File: src/rtl/encoder_8_to_3_seq_pkg.sv
// Constants and state type shared by the 3-to-8 decoder and the 8-to-3 re-encoder.
package decoder_pkg;

  localparam int DEC_WIDTH = 8;
  localparam int DEC_AW    = 3;

  typedef enum logic [0:0] {
    IDLE = 1'b0,
    SCAN = 1'b1
  } enc_state_t;

endpackage

File: src/rtl/encoder_8_to_3_seq_if.sv
// Request-in / index-out handshake bundle of the sequential encoder.
interface encoder_8_to_3_seq_if
  import decoder_pkg::*;
#(
  parameter int WIDTH = DEC_WIDTH,
  parameter int AW    = DEC_AW
) ();

  logic             en;
  logic [WIDTH-1:0] in_vec;
  logic             in_valid;
  logic             in_ready;
  logic [AW-1:0]    a;
  logic             a_valid;
  logic             a_ready;
  logic             a_last;
  logic             none;

  // master drives requests and accepts indices; slave is the encoder
  modport master (
    output en, in_vec, in_valid, a_ready,
    input  in_ready, a, a_valid, a_last, none
  );

  modport slave (
    input  en, in_vec, in_valid, a_ready,
    output in_ready, a, a_valid, a_last, none
  );

endinterface

File: src/rtl/encoder_8_to_3_seq_lse.sv
// Combinational priority encoder: index of the lowest set bit plus nonzero/one-hot flags.
module lowest_set_encoder
  import decoder_pkg::*;
#(
  parameter int WIDTH = DEC_WIDTH,
  parameter int AW    = DEC_AW
) (
  input  logic [WIDTH-1:0] vec,
  output logic [AW-1:0]    idx,
  output logic             nonzero,
  output logic             single
);

  // descending scan so the lowest set bit is the last one written
  always_comb begin
    idx = {AW{1'b0}};
    for (int i = WIDTH - 1; i >= 0; i--) begin
      idx = vec[i] ? AW'(i) : idx;
    end
    nonzero = |vec;
    single  = nonzero && ((vec & (vec - WIDTH'(1))) == {WIDTH{1'b0}});
  end

endmodule

File: src/rtl/encoder_8_to_3_seq.sv
// Sequential 8-to-3 encoder: captures a request vector and emits the index of
// every set bit, lowest first, one per valid/ready transfer.
module encoder_8_to_3_seq
  import decoder_pkg::*;
#(
  parameter int WIDTH = DEC_WIDTH,
  parameter int AW    = DEC_AW
) (
  input  logic                  clk,
  input  logic                  rst,
  encoder_8_to_3_seq_if.slave   bus
);

  enc_state_t       state_q, state_d;
  logic [WIDTH-1:0] pending_q, pending_d;
  logic             none_q, none_d;

  logic [AW-1:0]    enc_idx;
  logic             enc_nonzero;
  logic             enc_single;
  logic             in_ready_s;
  logic             a_valid_s;
  logic             xfer_s;

  lowest_set_encoder #(
    .WIDTH (WIDTH),
    .AW    (AW)
  ) u_lse (
    .vec     (pending_q),
    .idx     (enc_idx),
    .nonzero (enc_nonzero),
    .single  (enc_single)
  );

  // state register
  always_ff @(posedge clk or posedge rst) begin
    if (rst) begin
      state_q   <= IDLE;
      pending_q <= {WIDTH{1'b0}};
      none_q    <= 1'b0;
    end else begin
      state_q   <= state_d;
      pending_q <= pending_d;
      none_q    <= none_d;
    end
  end

  // next-state: capture in IDLE, retire one bit per transfer in SCAN
  always_comb begin
    state_d   = state_q;
    pending_d = pending_q;
    none_d    = 1'b0;
    case (state_q)
      IDLE: begin
        if (bus.en && bus.in_valid) begin
          if (bus.in_vec != {WIDTH{1'b0}}) begin
            pending_d = bus.in_vec;
            state_d   = SCAN;
          end else begin
            none_d  = 1'b1;
            state_d = IDLE;
          end
        end else begin
          state_d = IDLE;
        end
      end
      SCAN: begin
        if (xfer_s) begin
          pending_d = pending_q & ~(WIDTH'(1) << enc_idx);
          state_d   = enc_single ? IDLE : SCAN;
        end else begin
          state_d = SCAN;
        end
      end
      default: begin
        state_d   = IDLE;
        pending_d = {WIDTH{1'b0}};
      end
    endcase
  end

  // outputs; in_ready is gated by rst so it reads 0 while reset is held
  always_comb begin
    in_ready_s = 1'b0;
    a_valid_s  = 1'b0;
    case (state_q)
      IDLE: begin
        in_ready_s = bus.en && !rst;
        a_valid_s  = 1'b0;
      end
      SCAN: begin
        in_ready_s = 1'b0;
        a_valid_s  = bus.en && enc_nonzero;
      end
      default: begin
        in_ready_s = 1'b0;
        a_valid_s  = 1'b0;
      end
    endcase
    xfer_s = a_valid_s && bus.a_ready;
  end

  assign bus.in_ready = in_ready_s;
  assign bus.a_valid  = a_valid_s;
  assign bus.a        = a_valid_s ? enc_idx : {AW{1'b0}};
  assign bus.a_last   = a_valid_s && enc_single;
  assign bus.none     = none_q;

endmodule
File: src/flat_wrapper.sv
// flat-port wrapper written by rule: the top's interface ports become plain ports
module encoder_8_to_3_seq_flat import decoder_pkg::*;
#(
  parameter int WIDTH = DEC_WIDTH,
  parameter int AW    = DEC_AW
)
  (clk, rst, bus_en, bus_in_vec, bus_in_valid, bus_a_ready, bus_in_ready, bus_a, bus_a_valid, bus_a_last, bus_none);
  encoder_8_to_3_seq_if #(.WIDTH(WIDTH), .AW(AW)) bus_i ();
  input  logic clk;
  input  logic rst;
  input wire logic [$bits(bus_i.en)-1:0] bus_en;
  input wire logic [$bits(bus_i.in_vec)-1:0] bus_in_vec;
  input wire logic [$bits(bus_i.in_valid)-1:0] bus_in_valid;
  input wire logic [$bits(bus_i.a_ready)-1:0] bus_a_ready;
  output wire logic [$bits(bus_i.in_ready)-1:0] bus_in_ready;
  output wire logic [$bits(bus_i.a)-1:0] bus_a;
  output wire logic [$bits(bus_i.a_valid)-1:0] bus_a_valid;
  output wire logic [$bits(bus_i.a_last)-1:0] bus_a_last;
  output wire logic [$bits(bus_i.none)-1:0] bus_none;
  assign bus_i.en = bus_en;
  assign bus_i.in_vec = bus_in_vec;
  assign bus_i.in_valid = bus_in_valid;
  assign bus_i.a_ready = bus_a_ready;
  assign bus_in_ready = bus_i.in_ready;
  assign bus_a = bus_i.a;
  assign bus_a_valid = bus_i.a_valid;
  assign bus_a_last = bus_i.a_last;
  assign bus_none = bus_i.none;
  encoder_8_to_3_seq #(.WIDTH(WIDTH), .AW(AW)) u_core (.clk(clk), .rst(rst), .bus(bus_i));
endmodule
File: config.mk
export PLATFORM = sky130hd
export DESIGN_NAME = encoder_8_to_3_seq_flat
export DESIGN_NICKNAME = d
export VERILOG_FILES = /design/src/rtl/encoder_8_to_3_seq_pkg.sv /design/src/rtl/encoder_8_to_3_seq_if.sv /design/src/rtl/encoder_8_to_3_seq_lse.sv /design/src/rtl/encoder_8_to_3_seq.sv /design/src/flat_wrapper.sv
export SDC_FILE = /design/constraint.sdc
export NUM_CORES = 1
export LEC_CHECK = 0
export CAP_MARGIN = 20
export CORE_MARGIN = 4
export CORE_UTILIZATION = 45
export DETAILED_ROUTE_END_ITERATION = 8
export HOLD_SLACK_MARGIN = 0.08
export PLACE_DENSITY_LB_ADDON = 0.12
export SLEW_MARGIN = 30
export SYNTH_ARGS = -nofsm -noshare
export SYNTH_HDL_FRONTEND = slang
export SYNTH_SLANG_ARGS = --single-unit
File: constraint.sdc
create_clock -name clk -period 3.3 [get_ports clk]
set_clock_uncertainty 0.2 [all_clocks]
set_input_delay 0.66 -clock clk [delete_from_list [all_inputs] [get_ports clk]]
set_output_delay 0.66 -clock clk [all_outputs]
set_load 0.1 [all_outputs]
# Word-level counts from Yosys, hierarchy flattened
# Cells that the tools add are included.
[op_classes]
n_bitwise = 4
n_reduce_logical = 11
n_mux = 23
eq_ne = 3
n_addsub = 1
shift = 1
[op_table]
columns = ["cell", "n"]
rows = [
  ["$mux W3", 9],
  ["$mux W8", 3],
  ["$and A8 B8 Y8", 2],
  ["$pmux W8 S2", 1],
  ["$logic_not A8 Y1", 1],
  ["$not A8 Y8", 1],
  ["$reduce_bool A8 Y1", 1],
  ["$reduce_or A8 Y1", 1],
  ["$shl A1 B3 Y8 const A", 1],
  ["$sub A8 B1 Y8 const B", 1],
  ["$mux W1", 7],
  ["$logic_and A1 B1 Y1", 6],
  ["$pmux W1 S2", 3],
  ["$ne A2 B1 Y1 const B", 2],
  ["$reduce_and A3 Y1", 1],
  ["$ne A2 B2 Y1 const B", 1],
  ["$logic_not A1 Y1", 1],
  ["$not A1 Y1", 1],
]
[totals]
inputBits = 13
out_inout_bits = 7
register_bits = 10
elab_cells = 46

# Logic depth before layout (Yosys ltp)
# Gate-level depths: netlist (run 1).
[logic_depth]
ltp_word = 13
mapped_depth = 6
mapped_depth_nobuf = 4

# Cells and area by module
# Synthesis (run 1) repeated with hierarchy kept, for this count alone.
[unflattened]
hier_cells = 97
hier_area_um2 = 870.8
[modules_own_cells]
columns = ["module", "cells_each", "seq_area_each_um2", "n_inst", "area_per_inst_um2"]
rows = [
  ["encoder_8_to_3_seq", 73, 250.2, 1, 708.2],
  ["lowest_set_encoder", 24, 0.0, 1, 162.7],
]

# Worst setup path after synthesis (run 1)
# Ideal clock, no wire load.
[synth_timing]
kind = "flip-flop to output port"
from = "register u_core.pending_q[0]"
to = "output port bus_a_last"
path_stages_with_launch = 6
n_path_buf = 1
path_slack_ns = -1.297
required_ns = 2.440
arrival_time_ns = 3.737
path_cell_list = "dfrtp_1 buf_6 or4_4 or4_1 and4_4 nor3_1"
[synth_via]
elab_chain_cells = 5
elab_cells_between_ends = 8
classes_between = "add/sub (1); mux (1); bitwise (1); reduce/logical (5)"
[synth_lines]
columns = ["element", "line_no", "source"]
rows = [
  ["start: declaration", "encoder_8_to_3_seq.sv:15", "logic [WIDTH-1:0] pending_q, pending_d;"],
  ["start signal: assignment", "encoder_8_to_3_seq.sv:39", "pending_q <= {WIDTH{1'b0}};"],
  ["start signal: assignment", "encoder_8_to_3_seq.sv:43", "pending_q <= pending_d;"],
  ["$sub A8 B1 Y8", "encoder_8_to_3_seq_lse.sv:21", "single = nonzero && ((vec & (vec - WIDTH'(1))) == {WIDTH{1'b0}});"],
  ["$and A8 B8 Y8", "encoder_8_to_3_seq_lse.sv:21", ""],
  ["$logic_not A8 Y1", "encoder_8_to_3_seq_lse.sv:21", ""],
  ["$logic_and A1 B1 Y1", "encoder_8_to_3_seq_lse.sv:21", ""],
  ["$logic_and A1 B1 Y1 *", "encoder_8_to_3_seq.sv:106", "assign bus.a_last = a_valid_s && enc_single;"],
  ["end: declaration", "flat_wrapper.sv:18", "output wire logic [$bits(bus_i.a_last)-1:0] bus_a_last;"],
]
# Mark *: on every way between the ends. The rest lies on a longest branch, timed or not.

# Final worst setup path (run 1)
# Ends and elaborated chain as after synthesis.

==> results of run 1 <==
-- per-layer routing --
metal  track usage, %  routed length, um  vias up
li1                 -                  -      333
met1            28.05                899      315
met2            27.91                930       35
met3            3.831                133       10
met4            14.36                 70        0
met5                0                  0        -
-- through the flow --
step	setup WS [ns]	instances	TNS [ns]	instance area (um2)
after floorplan	-0.4586	72	-0.4586	709.4
after global placement	0.3172	104	0	955.9
after detailed placement	0.2840	104	0	955.9
after CTS	0.003771	107	0	979.7
after global routing	-0.001022	113	-0.001022	1033
final	0.06612	113	0	1033
-- kinds of logic after synthesis --
family,after synthesis
AO/OA/AOI/OAI,19
XOR/XNOR,1
adder cells (fa/ha/maj),1
buffers and inverters,10
flip-flops,10
AND/OR/NAND/NOR,31
-- placed cells by master (no fill, tap or decap), types with 2 or more instances in the layout --
master and instances:
a21oi_1 3, a221o_1 7, and3_1 4, and3_2 2, buf_12 6, buf_4 11, clkbuf_4 3, clkdlybuf4s50_1 12
dfrtp_1 7, dfrtp_2 3, inv_1 4, nand2_1 3, nand3_1 3, nor2_1 4, nor4_1 4
-- worst reg2reg max path, stage by stage, from the launching register on --
cell and delay, ns:
dfrtp_2 0.44, or4_4 0.57, or4_1 0.48, and4_4 0.22, o32a_1 0.32
-- sequential cells by signal (all words and copies together) (netlist names) --
name and count:
u_core.bus.none 1, u_core.pending_q 8, u_core.state_q 1
-- final cells by class --
class / count / area (um2)
clock buffer: 3 / 22.52
fill: 96 / 332.8
inverter: 4 / 15.01
multi-input combinational: 52 / 400.4
sequential: 10 / 254.0
tap: 15 / 18.77
timing repair buffer: 29 / 322.8
-- power by group --
group	internal, W	switching (W)	leakage (nW)
sequential	0.000157	0.0000692	0.116
clock	0.0000422	0.0000455	0.0138
combinational	0.000242	0.000307	0.339
-- worst paths after layout --
check | slack (ns) | cells after the start | end | from
max | 0.07 | 5 | bus_a_last | u_core.pending_q[0]
min | 0.45 | 1 | u_core.pending_q[2] | u_core.pending_q[2]
max reg2reg | 0.95 | 4 | u_core.state_q | u_core.pending_q[0]
min reg2reg | 0.45 | 1 | u_core.pending_q[2] | u_core.pending_q[2]
max in group asynchronous | 2.23 | 3 | u_core.pending_q[0] | rst
min in group asynchronous | 0.52 | 3 | u_core.pending_q[4] | rst
-- repair_timing --
| action | in CTS | in global routing |
|---|---|---|
| setup endpoints to repair | 1 | 1 |
| resized for setup | 1 | 3 |
| gates cloned | 0 | 0 |
| buffers inserted | 0 | 6 |
==> impl_metrics.yaml, run 1 <==
timing:
  worstMarginPinSlew_ns: 0.6296
  setup_violations: 0
  slew_headroom_pct: 58.03
  period_needed_ns: 3.234
  max_freq_ghz: 0.3092
  maxSlewViolCount: 0
  fin_hold_ws_ns: 0.4454
  fin_crit_sh_pct: 98.00
  hold_viol: 0
outcome:
  status: "finished, final reports clean"
drt:
  via_count: 693
  postRouteAntennaNets: 0
  via_per_inst: 6.133
  drtIter0Drc: 42
  drt_first_pass_iters: 4
  finalWirelength_um: 2032
  drc: 0
  wl_per_cell_um: 17.98
setup_path:
  slowest_delay_ns: 0.57
  path_buf_inv: 1
  cp_slowest_cell: "or4_4"
  critical_path.max_fanout: 5
  cp-end-kind: "output port"
  cp.arrival_ns: 2.37
  path_cells: "or4_4 -> or4_1 -> and4_4 -> nor3_4 -> buf_12"
  path_class: "register to output port"
  crit_family: "simple AND/OR/NAND/NOR gates"
  cp-start-kind: "register"
  required_ns: 2.44
synthesis:
  ys_warn_count: 0
  syn_area_um2: 691.9
  syn_inst: 72
  synth_fp_nets: 85
  yosys.area_share.adder_pct: 1.447
  synthFlopType: "dfrtp_1"
  synth_compound_area_share_pct: 24.23
  synth_top_area_share_pct: 36.17
  synth_simple_gate_area_share_pct: 27.49
  synthTopCellsByArea: "dfrtp_1 36%, a221o_1 10%, and3_1 3.6%"
  syn_avg_cell_area_um2: 9.610
  synthMuxAreaShare_pct: 0
  ys_seq_area_share_pct: 36.17
  ys_types: 33
  synth-seq-cells: 10
  synth-edff-count: 0
  synth_xor_area_share_pct: 1.266
  synth_top_family_by_area: "simple AND/OR/NAND/NOR gates"
  ys_top_cells_by_count: "10 x dfrtp_1, 7 x a221o_1"
  synth.largest_area_cell: "dfrtp_1"
  synthArstFlopShare_pct: 100.0
  yosysMostFrequentCell: "dfrtp_1"
clocking:
  clock-sinks: 10
  clk_latency_ns: 0.27
  cts_hold_buf: 0
  path_clk_slew_ns: 0.07
  cts-root-buf: "clkbuf_4"
  h-tree-depth: 1
  cts_buffers: 3
  clockBufferDepth: 2
  cts_tree: "built"
floorplanning:
  start_util_pct: 50.64
  fp.dieArea_um2: 2229
  die_y_um: 47.21
  rows: 13
  dieWidth_um: 47.21
  core_area_um2: 1366
  ios: 20
pwr:
  p_leak_nw: 0.4683
  p_total_w: 0.0008633
  ir_drop_mv: 0.8342
  pwr_density_cell_nw_per_um2: 835.3
grt:
  grt_max_degree: 11
  grt_antenna_before_repair: 0
  grt_overflow_total: 0
  grt_use_total_pct: 20.30
  grt_pass1_vias: 662
  grt_pass1_wl_um: 3029
finish:
  antenna_cells: 0
  drive_gt1_share_pct: 33.67
  area_growth_pct: 49.37
  nets: 113
  utilization_pct: 75.64
placement:
  gp_congestion: 0.8478
  portBuffers: 19
  hpwl_um: 1417
min_path:
  worstHoldPathType: "register to register"
job:
  maxCapViolCount: 0
Power figures use the tool's default switching activity.
==> run 2, diff against run 1 <==
--- a/config.mk
+++ b/config.mk
@@ -5,9 +5,10 @@
 export SDC_FILE = /design/constraint.sdc
 export NUM_CORES = 1
 export LEC_CHECK = 0
+export ABC_AREA = 1
 export CAP_MARGIN = 20
 export CORE_MARGIN = 4
-export CORE_UTILIZATION = 45
+export CORE_UTILIZATION = 47
 export DETAILED_ROUTE_END_ITERATION = 8
 export HOLD_SLACK_MARGIN = 0.08
 export PLACE_DENSITY_LB_ADDON = 0.12
==> run 2 against run 1 <==
  * Core utilization shrank 7.2 points
  * Final area is 0.97% higher
  * Synthesized cell count up 53%
  * Clock power decreased by 8.9%
  * Maximum frequency grew 9.9%
  * Cell count up 29%
  * Count of clock-buffer cells in the layout stayed put
  * Worst hold slack worse by 0.064 ns
  * Power grew 17%
  * First-iteration DRC count down 57%
  * Largest cell class unchanged
  * Highest routed layer unchanged
==> impl_metrics.yaml, run 2 <==
setup_path:
  ff2ff_setup_slack_ns: 1.48
  cp-startpoint: "bus_en"
  path_cells: "clkdlybuf4s50_1 -> nand2_1 -> nor2_4 -> inv_1 -> nor3_2 -> buf_12"
  crit_family: "buffers and inverters"
  cp-start-kind: "primary input"
  cp.depth: 6
  path_class: "primary input to output port"
  path_buf_inv: 3
  cp.arrival_ns: 2.08
  reg2reg_depth: 5
  cp-endpoint: "bus_a[0]"
  r2r_start: "u_core.state_q"
  required_ns: 2.44
  cp-end-kind: "output port"
  critical_path.max_fanout: 4
  r2r_end: "u_core.pending_q[5]"
  slowest_delay_ns: 0.52
  cp_slowest_cell: "clkdlybuf4s50_1"
synthesis:
  synthArstFlopShare_pct: 100.0
  synth.largest_area_cell: "dfrtp_1"
  yosysMostFrequentCell: "nand2_1"
  ys_warn_count: 0
  synthTopCellsByArea: "dfrtp_1 33%, nand2_1 16%, nand3_1 6.6%"
  synth-seq-cells: 10
  synthFlopType: "dfrtp_1"
  syn_avg_cell_area_um2: 6.927
  syn_area_um2: 762.0
  ys_seq_area_share_pct: 32.84
  ys_top_cells_by_count: "32 x nand2_1, 13 x nor2_1, 11 x inv_1"
  synth_top_area_share_pct: 32.84
  syn_inst: 110
  synth_fp_nets: 123
  synth-edff-count: 0
  ys_types: 19
pwr:
  clkPwrFrac_pct: 7.9
  intPower_w: 0.0004438
  sw_frac_of_total_pct: 56.23
  pwr_density_cell_nw_per_um2: 971.8
  p_leak_nw: 0.4957
  p_sw_w: 0.0005702
  pwr-share-comb_pct: 71.8
  ir_drop_mv: 0.4105
  pwr-share-seq_pct: 20.3
timing:
  worstMarginPinSlew_ns: 0.4129
  maxSlewViolCount: 0
  period_needed_ns: 2.943
  rsz0062_at_grt: "false"
  fin_hold_ws_ns: 0.3815
  hold_viol: 0
  max_freq_ghz: 0.3397
  slew_headroom_pct: 72.45
  setup_violations: 0
  fin_crit_sh_pct: 89.20
  layout_setup_ws_ns: 0.3565
floorplanning:
  rows: 14
  dieWidth_um: 48.27
  fp.dieArea_um2: 2330
  core_area_um2: 1524
  die_y_um: 48.27
  ios: 20
  start_util_pct: 50.00
clocking:
  cts_hold_buf: 0
  path_clk_slew_ns: 0.07
  cts_tree: "built"
  cts-root-buf: "clkbuf_4"
  cts_buffers: 3
  h-tree-depth: 1
  ctsResizeCount: 0
  postCtsSetupBuffers: 0
  clk_latency_ns: 0.25
  clock-sinks: 10
  clockBufferDepth: 2
finish:
  regMostFlops: "u_core.pending_q"
  multi_input_area_um2: 461.7
  fillCellCount: 125
  drive_gt1_share_pct: 20.77
  final_common_cell: "nand2_1"
  utilization_pct: 68.47
  nets: 145
  final_cell_mix: "32 x nand2_1, 12 x nor2_1, 12 x clkdlybuf4s50_1"
  largest_reg_flops: 8
  antenna_cells: 0
  final_area_um2: 1044
  final-seq-area_um2: 250.2
  area_growth_pct: 36.95
drt:
  via_per_inst: 5.363
  drt_first_pass_iters: 4
  drtIter0Drc: 18
  postRouteAntennaNets: 0
  wl_per_cell_um: 12.07
  finalWirelength_um: 1762
  via_count: 783
  drc: 0
placement:
  portBuffers: 19
  hpwl_um: 1433
  gp_congestion: 0.8923
  placement.cell_area_um2: 1021
  pre_cts_ws_ns: 0.3618
grt:
  grt_antenna_before_repair: 0
  grt_max_degree: 17
  grt_pass1_vias: 719
  grt_use_total_pct: 17.79
  grt_pass1_wl_um: 2904
  grt_overflow_total: 0
min_path:
  hp-start: "u_core.state_q"
  worstHoldPathType: "register to register"
outcome:
  status: "finished, final reports clean"
job:
  maxCapViolCount: 0
==> run 2: how the worst min path moves through the flow <==
stage	slack (ns)	cells after the start	endpoint
finish	0.38	2	u_core.state_q
floorplan	0.28	2	u_core.state_q
CTS	0.38	2	u_core.state_q
global route	0.41	2	u_core.state_q
global placement	0.35	2	u_core.state_q
detailed placement	0.36	2	u_core.state_q
==> run 2: area by class of cell <==
cell class | count | share of cell area, %
Sequential cell | 10 | 23.98
Timing Repair Buffer | 19 | 23.74
Clock buffer | 3 | 2.158
Multi-Input combinational cell | 87 | 44.24
Tap cell | 16 | 1.918
Inverter | 11 | 3.957
==> run 2: worst reg2reg max path: cells and delay by family, from the launching register on <==
| kind | cells | cell delay, ns |
|---|---|---|
| buf+inv | 1 | 0.34 |
| simple gates | 3 | 0.72 |
| compound gates | 1 | 0.06 |
| flops | 1 | 0.43 |
==> run 2: layer usage <==
layer  up-vias  wire [um]  track usage [%]
met3         2        137            3.690
met5         -          0                0
met1       353        801            23.28
li1        397          -                -
met2        31        815            29.17
met4         0          9            5.376
==> run 2: kinds of logic (layout without fill, tap and decap cells) <==
group	Yosys count	in the layout	share of synthesized area (%)
compound gates	16	16	13.63
buf+inv	13	33	7.553
flops	10	10	32.84
simple gates	71	71	45.98
==> run 2: power by group through the flow <==
| stage | logic, W | registers (W) | clock network [W] |
|---|---|---|---|
| after global routing | 0.000790 | 0.000209 | 0.0000921 |
| after CTS | 0.000729 | 0.000204 | 0.0000826 |
| after detailed placement | 0.000727 | 0.000207 | 0 |
| after global placement | 0.000723 | 0.000205 | 0 |
| after floorplan | 0.000546 | 0.000194 | 0 |
| final | 0.000729 | 0.000206 | 0.0000798 |
==> run 2: per-stage QoR <==
| step | instances | TNS (ns) | power [W] |
|---|---|---|---|
| 4_1_cts | 146 | 0 | 0.001016 |
| 3_3_place_gp | 143 | 0 | 0.0009287 |
| 3_5_place_dp | 143 | 0 | 0.0009333 |
| 6_report | 146 | 0 | 0.001014 |
| 2_1_floorplan | 110 | -0.2850 | 0.0007399 |
| 5_1_grt | 146 | 0 | 0.001091 |
